<file path="config.mk">
export PLATFORM = sky130hd
export DESIGN_NAME = alu_arbiter
export DESIGN_NICKNAME = d
export VERILOG_FILES = /design/src/rtl/alu_ctrl_pkg.sv /design/src/rtl/alu_arbiter_alu.sv /design/src/rtl/alu_arbiter.sv
export SDC_FILE = /design/constraint.sdc
export NUM_CORES = 1
export LEC_CHECK = 0
export ABC_AREA = 1
export CORE_MARGIN = 5
export CORE_UTILIZATION = 49
export DETAILED_ROUTE_END_ITERATION = 8
export PLACE_DENSITY = 0.85
export SYNTH_ARGS = -nofsm -noshare
export SYNTH_HDL_FRONTEND = slang
export SYNTH_SLANG_ARGS = --single-unit
</file>
<file path="constraint.sdc">
create_clock -name clk -period 2.27 [get_ports clk]
set_input_delay 0.681 -clock clk [delete_from_list [all_inputs] [get_ports clk]]
set_output_delay 0.681 -clock clk [all_outputs]
set_load 0.02 [all_outputs]
</file>
<file path="src/rtl/alu_ctrl_pkg.sv">
// Shared widths, FSM state encoding and ALU opcode names for the
// ALU arbiter and its ALU.
package alu_ctrl_pkg;

  localparam int DATA_W = 6;
  localparam int OP_W   = 2;

  typedef enum logic [1:0] {
    IDLE = 2'd0,
    EXEC = 2'd1,
    DONE = 2'd2
  } state_e;

  typedef enum logic [OP_W-1:0] {
    ALU_ADD = 2'd0,
    ALU_SUB = 2'd1,
    ALU_AND = 2'd2,
    ALU_XOR = 2'd3
  } alu_op_e;

endpackage

</file>
<file path="src/rtl/alu_arbiter_alu.sv">
// Shared combinational 6-bit ALU. Arithmetic wraps at DATA_W bits, and the
// result is not extended and carries no flags.
module alu_arbiter_alu
  import alu_ctrl_pkg::*;
(
  input  logic [DATA_W-1:0] A,
  input  logic [DATA_W-1:0] B,
  input  logic [OP_W-1:0]   op,
  output logic [DATA_W-1:0] out
);

  always_comb begin
    // NOTE: a default before the case keeps this purely combinational (no latch).
    out = '0;
    case (alu_op_e'(op))
      ALU_ADD: out = A + B;
      ALU_SUB: out = A - B;
      ALU_AND: out = A & B;
      ALU_XOR: out = A ^ B;
      default: out = '0;
    endcase
  end

endmodule

</file>
<file path="src/rtl/alu_arbiter.sv">
// Two-requester arbiter around one shared ALU. Requests are served one at a
// time (IDLE -> EXEC -> DONE), and round-robin priority is applied when both requesters collide.
module alu_arbiter #(
  parameter int DATA_W = alu_ctrl_pkg::DATA_W,
  parameter int OP_W   = alu_ctrl_pkg::OP_W
) (
  input  logic              clk,
  input  logic              rst_n,
  input  logic              req0,
  input  logic [DATA_W-1:0] a0,
  input  logic [DATA_W-1:0] b0,
  input  logic [OP_W-1:0]   op0,
  input  logic              req1,
  input  logic [DATA_W-1:0] a1,
  input  logic [DATA_W-1:0] b1,
  input  logic [OP_W-1:0]   op1,
  output logic              ack0,
  output logic              ack1,
  output logic [DATA_W-1:0] res,
  output logic              res_valid,
  output logic              res_owner,
  input  logic              res_ready,
  output logic [7:0]        op_count
);

  import alu_ctrl_pkg::state_e;
  import alu_ctrl_pkg::IDLE;
  import alu_ctrl_pkg::EXEC;
  import alu_ctrl_pkg::DONE;

  state_e            state;
  logic              prio;
  logic              cur_owner;
  logic [DATA_W-1:0] cap_a;
  logic [DATA_W-1:0] cap_b;
  logic [OP_W-1:0]   cap_op;
  logic [DATA_W-1:0] alu_out;
  logic              pick1;

  // A lone request always wins, and the pointer only breaks ties.
  assign pick1 = req1 & (~req0 | prio);

  alu_arbiter_alu u_alu (
    .A  (cap_a),
    .B  (cap_b),
    .op (cap_op),
    .out(alu_out)
  );

  always_ff @(posedge clk or negedge rst_n) begin
    if (!rst_n) begin
      state     <= IDLE;
      prio      <= 1'b0;
      cur_owner <= 1'b0;
      cap_a     <= '0;
      cap_b     <= '0;
      cap_op    <= '0;
      ack0      <= 1'b0;
      ack1      <= 1'b0;
      res       <= '0;
      res_valid <= 1'b0;
      res_owner <= 1'b0;
      op_count  <= '0;
    end else begin
      // NOTE: non-blocking assignments so every register samples pre-edge values.
      ack0 <= 1'b0;
      ack1 <= 1'b0;
      case (state)
        IDLE: begin
          if (req0 || req1) begin
            cur_owner <= pick1;
            cap_a     <= pick1 ? a1  : a0;
            cap_b     <= pick1 ? b1  : b0;
            cap_op    <= pick1 ? op1 : op0;
            ack0      <= ~pick1;
            ack1      <= pick1;
            state     <= EXEC;
          end
        end
        EXEC: begin
          res       <= alu_out;
          res_owner <= cur_owner;
          res_valid <= 1'b1;
          state     <= DONE;
        end
        DONE: begin
          if (res_ready) begin
            res_valid <= 1'b0;
            op_count  <= op_count + 8'd1;
            prio      <= ~res_owner;
            state     <= IDLE;
          end
        end
        default: state <= IDLE;
      endcase
    end
  end

endmodule

</file>
==> impl_summary.log <==
INFO  metric io_pins = 51
INFO  metric hold_viol = 0
INFO  metric die_height = 74.28 µm
INFO  metric grt_first_pass_wirelength = 7.866 mm
INFO  metric detail_routed_net_length_per_standard_cell = 13.95 µm
INFO  metric global_route.peak_usage_layer = met2
INFO  metric final-max-slew-violation-count = 0
INFO  metric crit_path_frequent_cell = sky130_fd_sc_hd__inv_1
INFO  metric grt.met3_usage = 5.135%
INFO  metric cts.path.max_buffers = 2
INFO  metric area_after_detailed_placement = 2597 µm²
INFO  metric final.setup_skew = 5.269 ps
INFO  metric total_number_of_nets_in_the_final_design = 340
INFO  metric detail_route.iter0.violations = 105
INFO  metric post_synth_fa_ha_maj_area_fraction = 9.023%
INFO  metric syn2layout_area_growth = 34.12%
INFO  metric end_kind = flop
INFO  metric grt_pass1_vias = 1722
INFO  metric synthCells = 236
INFO  metric fmax = 464.4 MHz
INFO  metric share_of_synthesized_registers_carrying_an_async_set_or_reset = 100.0%
INFO  metric cts_setup_buffers = 0
INFO  metric critPathKind = flop to flop
INFO  metric overflow = 0
INFO  metric synth_top_cells_by_area = sky130_fd_sc_hd__dfrtp_1 (44%), sky130_fd_sc_hd__ha_1 (8.0%), sky130_fd_sc_hd__nand2_1 (7.6%), sky130_fd_sc_hd__o21ai_0 (6.4%), sky130_fd_sc_hd__nor2_1 (5.6%)
INFO  metric remaining_drc_errors = 0
INFO  metric share_of_the_synthesized_area_in_compound_gates_ao_oa_aoi_oai = 15.33%
INFO  metric static-leakage-power = 1.282 nW
INFO  metric post_synth_mux_area_share = 0.5562%
INFO  metric antenna_violating_nets_post_route = 0
INFO  metric totalNegativeSetupSlack = 0 ps
INFO  metric drt-vias-per-instance = 5.328
INFO  metric final_cell_area = 2715 µm²
INFO  metric layout_worst_path_cycle_share = 94.85%
INFO  metric crit_family = simple AND/OR/NAND/NOR gates
INFO  metric clock_latency = 290 ps
INFO  metric utilization = 67.88%
INFO  metric via_count = 1833
INFO  metric use_met2 = 30.81%
INFO  metric place.gp.congestion = 0.8767
INFO  metric clock_tree.root_cell = sky130_fd_sc_hd__clkbuf_8
INFO  metric synth_top_cell_by_area = sky130_fd_sc_hd__dfrtp_1
INFO  metric synth.yosys.warnings = 0
INFO  metric floorplan.die_area = 5517 µm²
INFO  metric ys.flop_type = sky130_fd_sc_hd__dfrtp_1
INFO  metric worstPathBufferInverterCount = 4
INFO  metric yosysUniqueCellTypes = 30
INFO  metric cp_slowest_stage_delay = 410 ps
INFO  metric cp_data_required_time = 2440 ps
INFO  metric yosysTopAreaCellShare = 44.50%
INFO  metric worstMarginPinSlew = 429.4 ps
INFO  metric slowest_stage = sky130_fd_sc_hd__dfrtp_1
INFO  metric worst_setup_hold_path_clk_slew = 80 ps
INFO  metric setup_repair_after_global_routing_missed_its_margin = false
INFO  metric cp_cell_sequence = inv_2 > ha_1 > inv_1 > o31ai_2 > xor2_1 > inv_1 > ha_1 > nand2_2 > inv_1 > nand2_1 > nand2_1 > nor2_1 > nand3_1 > nand3_1 > a21oi_1
INFO  metric cts_tree = yes
INFO  metric synth.cell_area = 2024 µm²
INFO  metric finalSetupViolCount = 0
INFO  metric hold_path_class = flop to flop
INFO  metric seq_area_frac_synth = 44.50%
INFO  metric grt_antenna_before_repair = 0
INFO  metric globalRouteMet1Util = 23.52%
INFO  metric dieWidth = 74.28 µm
INFO  metric grt_start_max_net_pins = 28
INFO  metric maxCapViolCount = 0
INFO  metric timing.critical_path.from_type = flop
INFO  metric worst-path-max-fanout = 4
INFO  metric max_slew_margin = 71.34%
INFO  metric clock_sink_count = 36
INFO  metric initial_utilization = 50.61%
INFO  metric yosys.area_share.simple = 20.09%
INFO  metric ys_seq_elements = 36
INFO  metric outcome = completed
INFO  metric groute.usage.overall = 18.71%
INFO  metric core_region_area = 4000 µm²
INFO  metric main_combinational_cell_family_by_area_after_synthesis = simple AND/OR/NAND/NOR gates
INFO  metric post_route_cells_drive_above_1_share = 9.524%
INFO  metric fin_crit = 2153 ps
INFO  metric share_of_the_synthesized_netlist_area_taken_by_xor_and_xnor_gates = 4.326%
INFO  metric detail_route.first_pass.iterations = 4
INFO  metric peakVddDrop = 0.0006419 V
INFO  metric number_of_synthesized_flops_with_an_enable_pin = 0
INFO  metric htree_num_levels = 2
INFO  metric antennaDiodeCount = 0
INFO  metric buffer_ports.inserted = 50
INFO  metric mappedNetlistNets = 283
INFO  metric postSynthAreaPerCell = 8.578 µm²
INFO  metric cp_data_arrival_time = 2320 ps
INFO  metric postRouteWirelength = 4.800 mm
INFO  metric cts_inserted_buffers = 5
INFO  metric detailedPlacementHpwl = 3.722 mm
INFO  metric placement_rows = 23
INFO  metric power_density = 1563 nW/µm²
## synth_stat cells (2+ instances only)
cell type,count
sky130_fd_sc_hd__a21oi_1,9
sky130_fd_sc_hd__a221oi_1,3
sky130_fd_sc_hd__buf_2,4
sky130_fd_sc_hd__dfrtp_1,36
sky130_fd_sc_hd__ha_1,13
sky130_fd_sc_hd__inv_1,25
sky130_fd_sc_hd__inv_2,3
sky130_fd_sc_hd__nand2_1,41
sky130_fd_sc_hd__nand3_1,8
sky130_fd_sc_hd__nand3_2,2
sky130_fd_sc_hd__nor2_1,30
sky130_fd_sc_hd__nor2_4,2
sky130_fd_sc_hd__nor3_1,2
sky130_fd_sc_hd__o21ai_0,26
sky130_fd_sc_hd__o22ai_1,9
sky130_fd_sc_hd__xnor2_1,2
sky130_fd_sc_hd__xor2_1,8
## cells in the final DEF (no fill, tap or decap), types with 2 or more instances in the layout
cell / instances
sky130_fd_sc_hd__ha_1: 13
sky130_fd_sc_hd__nand2_2: 2
sky130_fd_sc_hd__nor2_1: 30
sky130_fd_sc_hd__clkdlybuf4s50_1: 50
sky130_fd_sc_hd__o21ai_0: 26
sky130_fd_sc_hd__o22ai_1: 9
sky130_fd_sc_hd__nand3_1: 8
sky130_fd_sc_hd__xor2_1: 8
sky130_fd_sc_hd__a21oi_1: 9
sky130_fd_sc_hd__nor2_4: 2
sky130_fd_sc_hd__dfrtp_1: 36
sky130_fd_sc_hd__nand2_1: 40
sky130_fd_sc_hd__a221oi_1: 3
sky130_fd_sc_hd__nand3_2: 2
sky130_fd_sc_hd__inv_2: 4
sky130_fd_sc_hd__buf_4: 4
sky130_fd_sc_hd__nor3_1: 2
sky130_fd_sc_hd__clkbuf_8: 5
sky130_fd_sc_hd__xnor2_1: 2
sky130_fd_sc_hd__inv_1: 23
## layout make-up
class / instances / area [µm²]
timing repair buffer: 54 / 530.5
fill: 341 / 1285
inverter: 28 / 107.6
tap: 50 / 62.56
multi-input combinational: 168 / 1006
clock buffer: 6 / 72.57
clock inverter: 2 / 35.03
sequential: 36 / 900.9
## metal layers
layer	share of wire, %	routed length, µm
met3	7.5	361
met2	48	2327
met1	42	2029
met4	1.7	82
met5	0	0
## kinds of logic (layout without fill, tap and decap cells)
logic type | count (synthesis) | count (layout)
and+or+nand+nor | 90 | 90
AOI/OAI and AO/OA | 53 | 53
muxes | 1 | 1
xor gates and xnor gates | 10 | 10
adders and majority gates | 14 | 14
DFF | 36 | 36
buffers and inverters | 32 | 90
## where the power goes
part           switching [mW]  internal (mW)  leakage (nW)
combinational            1.45           1.01         0.796
sequential              0.283          0.938         0.431
clock                   0.235          0.326        0.0552
total                    1.97           2.28          1.28
## sequential cells by signal, indices dropped and copies added (netlist names), 2 cells and up
signal and cells:
cap_b 6, res 6, cap_a 6, op_count 8
cap_op 2, state 2
## repair_timing
| action | in CTS | in global routing |
|---|---|---|
| gates resized for setup | 0 | 5 |
| hold buffers | 0 | 0 |
| setup endpoints to repair | 0 | 1 |
## final timing paths
| kind | slack [ps] | startpoint | to | depth (start not counted) |
|---|---|---|---|---|
| min in group asynchronous | 770 | rst_n | cap_b[2] | 2 |
| worst min-delay path | 470 | op_count[7] | op_count[7] | 1 |
| worst max register to register | 120 | cap_b[0] | res[5] | 15 |
| worst min register to register | 470 | op_count[7] | op_count[7] | 1 |
| worst max-delay path | 120 | cap_b[0] | res[5] | 15 |
| max in group asynchronous | 1030 | rst_n | state[1] | 3 |
## stage by stage
stage / instances / hold WS (ps) / total power [mW] / setup slack (ps)
after global placement: 336 / 461.1 / 3.509 / 162.8
final: 344 / 473.7 / 4.243 / 116.8
after CTS: 344 / 480.4 / 4.196 / 40.38
after global routing: 344 / 498.8 / 4.619 / 8.221
after floorplan: 236 / 385.4 / 2.836 / 262.3
after detailed placement: 336 / 469.1 / 3.618 / 54.19
Power figures use the tool's default switching activity.
